==> src/rtl/m8_read_sequencer.sv <==
// Read-side sequencer for the M8 frame filler: turns serializer word requests into
// filler fetches, waits out the fill latency and returns the captured word.
//
// state  | meaning
// IDLE   | waiting for a request; run control evaluated at frame boundary
// ISSUE  | one-cycle fetch strobe to the filler, latency counter loaded
// WAIT   | counting down the fill latency, capture on the last count
module m8_read_sequencer #(
    parameter int WORDS_PER_FRAME  = 1024,
    parameter int FRAMES_PER_GROUP = 32,
    parameter int FILL_LATENCY     = 1
) (
    input  logic        clk,
    input  logic        reset,
    input  logic        enable,
    input  logic        wordReq,
    input  logic        clrErr,
    input  logic [11:0] dataWord,
    output logic        bufGetWord,
    output logic [9:0]  bufRdPointer,
    output logic [11:0] wordOut,
    output logic        wordValid,
    output logic        frameStart,
    output logic        groupStart,
    output logic [4:0]  frameCnt,
    output logic        busy,
    output logic        running,
    output logic        overrun
);

    localparam logic [9:0] PTR_LAST   = 10'(WORDS_PER_FRAME - 1);
    localparam logic [4:0] FRAME_LAST = 5'(FRAMES_PER_GROUP - 1);
    localparam logic [2:0] LAT_LOAD   = 3'(FILL_LATENCY);

    typedef enum logic [1:0] {
        S_IDLE  = 2'd0,
        S_ISSUE = 2'd1,
        S_WAIT  = 2'd2
    } state_t;

    state_t      state_q, state_d;
    logic [9:0]  ptr_q, ptr_d;
    logic [4:0]  frame_q, frame_d;
    logic        running_q, running_d;
    logic [2:0]  lat_q, lat_d;
    logic [9:0]  cap_idx_q, cap_idx_d;
    logic [11:0] word_q, word_d;
    logic        valid_q, valid_d;
    logic        fstart_q, fstart_d;
    logic        gstart_q, gstart_d;
    logic        overrun_q, overrun_d;

    always_comb begin
        state_d   = state_q;
        ptr_d     = ptr_q;
        frame_d   = frame_q;
        running_d = running_q;
        lat_d     = lat_q;
        cap_idx_d = cap_idx_q;
        word_d    = word_q;
        valid_d   = 1'b0;
        fstart_d  = 1'b0;
        gstart_d  = 1'b0;
        overrun_d = overrun_q;

        case (state_q)
            S_IDLE: begin
                if (running_q && wordReq) begin
                    state_d = S_ISSUE;
                end
                // Start/stop only at a frame boundary so a frame always completes.
                if (ptr_q == '0) begin
                    running_d = enable;
                end
            end
            S_ISSUE: begin
                lat_d     = LAT_LOAD;
                cap_idx_d = ptr_q;
                state_d   = S_WAIT;
            end
            S_WAIT: begin
                lat_d = lat_q - 3'd1;
                if (lat_q == 3'd1) begin
                    word_d   = dataWord;
                    valid_d  = 1'b1;
                    fstart_d = (cap_idx_q == '0);
                    gstart_d = (cap_idx_q == '0) && (frame_q == '0);
                    lat_d    = '0;
                    state_d  = S_IDLE;
                    if (ptr_q == PTR_LAST) begin
                        ptr_d   = '0;
                        frame_d = (frame_q == FRAME_LAST) ? '0 : frame_q + 5'd1;
                    end else begin
                        ptr_d = ptr_q + 10'd1;
                    end
                end
            end
            default: begin
                state_d = S_IDLE;
            end
        endcase

        // A new overrun outranks a simultaneous clear.
        if (wordReq && (state_q != S_IDLE)) begin
            overrun_d = 1'b1;
        end else if (clrErr) begin
            overrun_d = 1'b0;
        end
    end

    always_ff @(posedge clk) begin
        if (reset) begin
            state_q   <= S_IDLE;
            ptr_q     <= '0;
            frame_q   <= '0;
            running_q <= 1'b0;
            lat_q     <= '0;
            cap_idx_q <= '0;
            word_q    <= '0;
            valid_q   <= 1'b0;
            fstart_q  <= 1'b0;
            gstart_q  <= 1'b0;
            overrun_q <= 1'b0;
        end else begin
            state_q   <= state_d;
            ptr_q     <= ptr_d;
            frame_q   <= frame_d;
            running_q <= running_d;
            lat_q     <= lat_d;
            cap_idx_q <= cap_idx_d;
            word_q    <= word_d;
            valid_q   <= valid_d;
            fstart_q  <= fstart_d;
            gstart_q  <= gstart_d;
            overrun_q <= overrun_d;
        end
    end

    assign bufGetWord   = (state_q == S_ISSUE);
    assign busy         = (state_q != S_IDLE);
    assign bufRdPointer = ptr_q;
    assign wordOut      = word_q;
    assign wordValid    = valid_q;
    assign frameStart   = fstart_q;
    assign groupStart   = gstart_q;
    assign frameCnt     = frame_q;
    assign running      = running_q;
    assign overrun      = overrun_q;

endmodule

==> config.mk <==
export PLATFORM = sky130hd
export DESIGN_NAME = m8_read_sequencer
export DESIGN_NICKNAME = d
export VERILOG_FILES = /design/src/rtl/m8_read_sequencer.sv
export SDC_FILE = /design/constraint.sdc
export NUM_CORES = 1
export LEC_CHECK = 0
export BUFFER_PORTS_ARGS = -buffer_cell sky130_fd_sc_hd__buf_2
export CORE_ASPECT_RATIO = 0.75
export CORE_MARGIN = 8
export CORE_UTILIZATION = 56
export DETAILED_ROUTE_END_ITERATION = 12
export GPL_TIMING_DRIVEN = 0
export PLACE_DENSITY = 0.84
export SLEW_MARGIN = 5
export SYNTH_ARGS = -nofsm -noshare
export SYNTH_HDL_FRONTEND = slang
export SYNTH_SLANG_ARGS = --single-unit
==> constraint.sdc <==
create_clock -name clk -period 6.1 [get_ports clk]
set_clock_uncertainty 0.05 [all_clocks]
set_input_delay 0.61 -clock clk [delete_from_list [all_inputs] [get_ports clk]]
set_output_delay 0.61 -clock clk [all_outputs]
set_load 0.005 [all_outputs]
==> impl_results.rst <==
.. list-table::
   :header-rows: 1

   * - Metric
     - Value
   * - Maximum number of pins on one net before global-route repair
     - 14
   * - TritonCTS Sinks
     - 47
   * - Outcome
     - finished clean
   * - Largest driver fanout on the critical path
     - 10
   * - Number of buffers between clock root and the deepest sink
     - 2
   * - Proportion of total power due to net switching
     - 0.2191
   * - Primary flip-flop cell chosen by synthesis mapping
     - sky130_fd_sc_hd__dfxtp_1
   * - CTS H-Tree Depth
     - 2
   * - Required time of the critical path
     - 6.23 ns
   * - Residual overflow from global routing
     - 0
   * - Net count of the mapped netlist
     - approximately 260
   * - Static Leakage
     - ~0.0010 uW
   * - Per-instance average area after synthesis
     - approximately 9 um2
   * - Max-slew violations
     - 0
   * - Worst VDD drop
     - between 0.00015 and 0.0002 V
   * - Fraction of registers with async set/reset
     - 0
   * - Wire length reported by the detailed router
     - 4599 um
   * - Number of warnings printed during yosys synthesis
     - 0
   * - Hold Buf Count CTS
     - 0
   * - Max-slew headroom at the worst pin
     - 0.4407
   * - Layout cell share with drive strength beyond 1
     - 0.2203
   * - CTS tree
     - done
   * - Critical path endpoint category
     - register
   * - Logic pwr share
     - 0.062
   * - Area grow syn2layout
     - 19.69%
   * - Number of ports placed on the die boundary
     - 51
   * - Largest stage delay, worst path
     - roughly 0.77 ns
   * - Setup Buffers After CTS
     - 0
   * - Number of endpoints failing setup at the final stage
     - 0
   * - Element type at the critical path start
     - register
   * - Die Height
     - between 60 and 70 um
   * - Sequential fraction of design power
     - 0.571
   * - Placed inst area
     - around 0.0023 mm2
   * - Design internal power
     - ~430 uW
   * - Cells after DPL
     - 320
   * - Timing-limited maximum frequency
     - between 400 and 500 MHz
   * - NetSw
     - roughly 120 uW
   * - Hold Fails Final Rpt
     - 0
   * - Path type of the worst min-delay path
     - register to register
   * - Core Rows
     - 19
   * - Global-route total usage across every layer
     - 0.1626
   * - Final Non-Filler Cells
     - 328
   * - Cells after Synth
     - around 230
   * - Number of antenna violations at the first check in global routing
     - 0
   * - Number of library cell types mapped by synthesis
     - 39
   * - Pin slew with the least headroom to its limit
     - between 0.8 and 0.9 ns
   * - Post-route clock period utilization
     - 0.3742
   * - ANT cells
     - 0
   * - Arrival time of the worst setup path
     - ~2.4 ns
   * - Core Box Area
     - between 0.003 and 0.004 mm2
   * - Clock root buffer master
     - sky130_fd_sc_hd__clkbuf_8
   * - Sequence of cells on the critical path
     - inv_1 > ha_1 > nand3b_1 > buf_2 > nor4_2 > mux2i_1 > nor2_1
   * - Final worst path period need
     - 2.282 ns
   * - Antenna Nets Post-Route
     - 0
   * - Number of remaining DRC errors
     - 0
   * - RSZ-0062 raised after global routing
     - false
   * - Critical path buffers and inverters
     - 2
   * - Clock Power Share
     - 0.368
   * - Total power divided by cell area
     - between 200 and 250 mW/mm2
   * - Via count of the routed design
     - ~1700
   * - Post-detailed-route wirelength per cell
     - 14.02 um
   * - Floorplan die area
     - roughly 0.0058 mm2
   * - Count of flip-flops with a built-in enable after synthesis
     - 0
   * - Mapped cell area
     - 0.002021 mm2
   * - Register bit total from synthesis
     - 47
   * - CP max-delay cell
     - sky130_fd_sc_hd__nor4_2
   * - Half-perimeter wire length after placement
     - 3437 um
   * - Count of TritonRoute iterations in the first routing pass
     - 4
   * - RD Place Congestion
     - about 0.8
   * - Top cell family by delay on the critical path
     - simple AND/OR/NAND/NOR gates
   * - Port buffer count
     - 49
   * - Clock buffer count from CTS
     - 5
   * - Final cell utilization of the core
     - 0.6782
   * - Routed vias/inst
     - 5.317
   * - Number of gates resized after CTS
     - 0
   * - Number of nets in the layout
     - between 300 and 400
   * - First-pass GRT wire length
     - approximately 7400 um
   * - Insertion delay of the later-clocked pin in the worst-skew pair
     - roughly 0.30 ns
   * - Worst Path Class, Setup
     - register to register
   * - Post-route design area
     - about 0.0024 mm2
   * - Initial standard-cell utilization of the core
     - 0.5667
   * - Max-cap violations
     - 0
   * - Number of global-route vias before repair
     - approximately 1600
   * - Detailed router's first-iteration violation count
     - 83
   * - Total negative slack for setup checks
     - 0 ns
   * - PnR Total Power
     - between 500 and 600 uW
   * - Worst-path clk slew
     - about 0.080 ns
   * - Width of the die
     - between 80 and 90 um
   * - Sequential fraction of the synthesis area
     - 0.4656
==> worst reg2reg max path, stage by stage (launching register included) <==
cell and delay [ns]:
sky130_fd_sc_hd__dfxtp_1 0.34, sky130_fd_sc_hd__inv_1 0.09, sky130_fd_sc_hd__ha_1 0.27, sky130_fd_sc_hd__nand3b_1 0.12, sky130_fd_sc_hd__buf_2 0.21, sky130_fd_sc_hd__nor4_2 0.77, sky130_fd_sc_hd__mux2i_1 0.27, sky130_fd_sc_hd__nor2_1 0.05
==> cell usage after synthesis (3+ instances only) <==
master	instances	area share
sky130_fd_sc_hd__dfxtp_1	47	0.47
sky130_fd_sc_hd__nand2_1	32	0.059
sky130_fd_sc_hd__nor2_1	28	0.052
sky130_fd_sc_hd__a21oi_1	18	0.045
sky130_fd_sc_hd__mux2i_1	14	0.069
sky130_fd_sc_hd__inv_1	12	0.022
sky130_fd_sc_hd__ha_1	10	0.062
sky130_fd_sc_hd__nor3_1	7	0.017
sky130_fd_sc_hd__clkbuf_1	6	0.011
sky130_fd_sc_hd__nand3_1	6	0.015
sky130_fd_sc_hd__a31oi_1	4	0.012
sky130_fd_sc_hd__xor2_1	4	0.017
sky130_fd_sc_hd__buf_1	3	0.0056
sky130_fd_sc_hd__nand4_1	3	0.0093
sky130_fd_sc_hd__nor4_1	3	0.0093
sky130_fd_sc_hd__xnor2_1	3	0.013
==> through the flow <==
| stage | hold WS, ns | setup slack (ns) |
|---|---|---|
| 2_1_floorplan | 0.4027 | 4.137 |
| 4_1_cts | 0.4054 | 3.823 |
| 3_3_place_gp | 0.3890 | 3.840 |
| 3_5_place_dp | 0.3943 | 3.856 |
| 6_report | 0.4061 | 3.818 |
| 5_1_grt | 0.4228 | 3.636 |
==> logic make-up after synthesis <==
| logic type | Yosys count | synth area share |
|---|---|---|
| XOR/XNOR | 7 | 0.03034 |
| adder cells (fa/ha/maj) | 10 | 0.06192 |
| flip-flops | 47 | 0.4656 |
| multiplexers | 15 | 0.07492 |
| buffers and inverters | 22 | 0.04148 |
| AO/OA/AOI/OAI | 29 | 0.08049 |
| AND/OR/NAND/NOR | 99 | 0.2452 |
==> worst paths after layout <==
check | startpoint | endpoint | slack [ns] | cells past startpoint
setup / recovery | state_q[0]$_SDFFE_PP0P_ | frameCnt[4]$_SDFFE_PP0P_ | 3.82 | 7
hold / removal | wordOut[5]$_SDFFE_PP0P_ | wordOut[5]$_SDFFE_PP0P_ | 0.41 | 2
setup reg to reg | state_q[0]$_SDFFE_PP0P_ | frameCnt[4]$_SDFFE_PP0P_ | 3.82 | 7
hold reg to reg | wordOut[5]$_SDFFE_PP0P_ | wordOut[5]$_SDFFE_PP0P_ | 0.41 | 2
==> power groups by stage <==
stage	clock network [uW]	registers, uW	logic (uW)
global route	219	313	37.3
CTS	207	312	33.9
floorplan	0	319	20.6
global placement	0	319	33.0
finish	201	312	33.9
detailed placement	0	320	33.8
==> sequential cells by signal, summed over array words and instances (netlist names) <==
register and cells:
bufRdPointer 10, cap_idx_q 10, frameCnt 5, frameStart 1, groupStart 1, lat_q 3, overrun 1, running 1
state_q 2, wordOut 12, wordValid 1
==> cells in the final DEF (no fill, tap or decap), types with 2 or more instances in the layout <==
cell type                  synthesis  final
sky130_fd_sc_hd__buf_2             1     50
sky130_fd_sc_hd__dfxtp_1          47     47
sky130_fd_sc_hd__nand2_1          32     32
sky130_fd_sc_hd__nor2_1           28     28
sky130_fd_sc_hd__a21oi_1          18     18
sky130_fd_sc_hd__mux2i_1          14     14
sky130_fd_sc_hd__inv_1            12     12
sky130_fd_sc_hd__ha_1             10     10
sky130_fd_sc_hd__clkbuf_1          6      7
sky130_fd_sc_hd__nor3_1            7      7
sky130_fd_sc_hd__clkbuf_8          0      7
sky130_fd_sc_hd__nand3_1           6      6
sky130_fd_sc_hd__a31oi_1           4      4
sky130_fd_sc_hd__xor2_1            4      4
sky130_fd_sc_hd__buf_1             3      3
sky130_fd_sc_hd__nor4_1            3      3
sky130_fd_sc_hd__nand4_1           3      3
sky130_fd_sc_hd__xnor2_1           3      3
sky130_fd_sc_hd__nand3b_1          2      2
sky130_fd_sc_hd__a22oi_1           2      2
sky130_fd_sc_hd__and2_1            2      2
sky130_fd_sc_hd__a211oi_1          2      2
sky130_fd_sc_hd__o21ai_0           2      2
sky130_fd_sc_hd__or4_1             2      2
==> routing by layer <==
layer / track usage / vias to the layer above / share of wire
met5: 0 / - / 0
met4: 0.08043 / 0 / 0.019
met3: 0.05995 / 9 / 0.065
met2: 0.2602 / 41 / 0.45
met1: 0.1927 / 796 / 0.46
li1: - / 898 / -
==> layout make-up <==
type | count | area [um2]
Inverter | 12 | 45.04
Clock buffer | 8 | 100.1
Fill cell | 299 | 1147
Sequential cell | 47 | 940.9
Timing Repair Buffer | 49 | 245.2
Multi-Input combinational cell | 160 | 996.0
Tap cell | 42 | 52.55
Buffer | 10 | 38.79
Power figures use the tool's default switching activity.
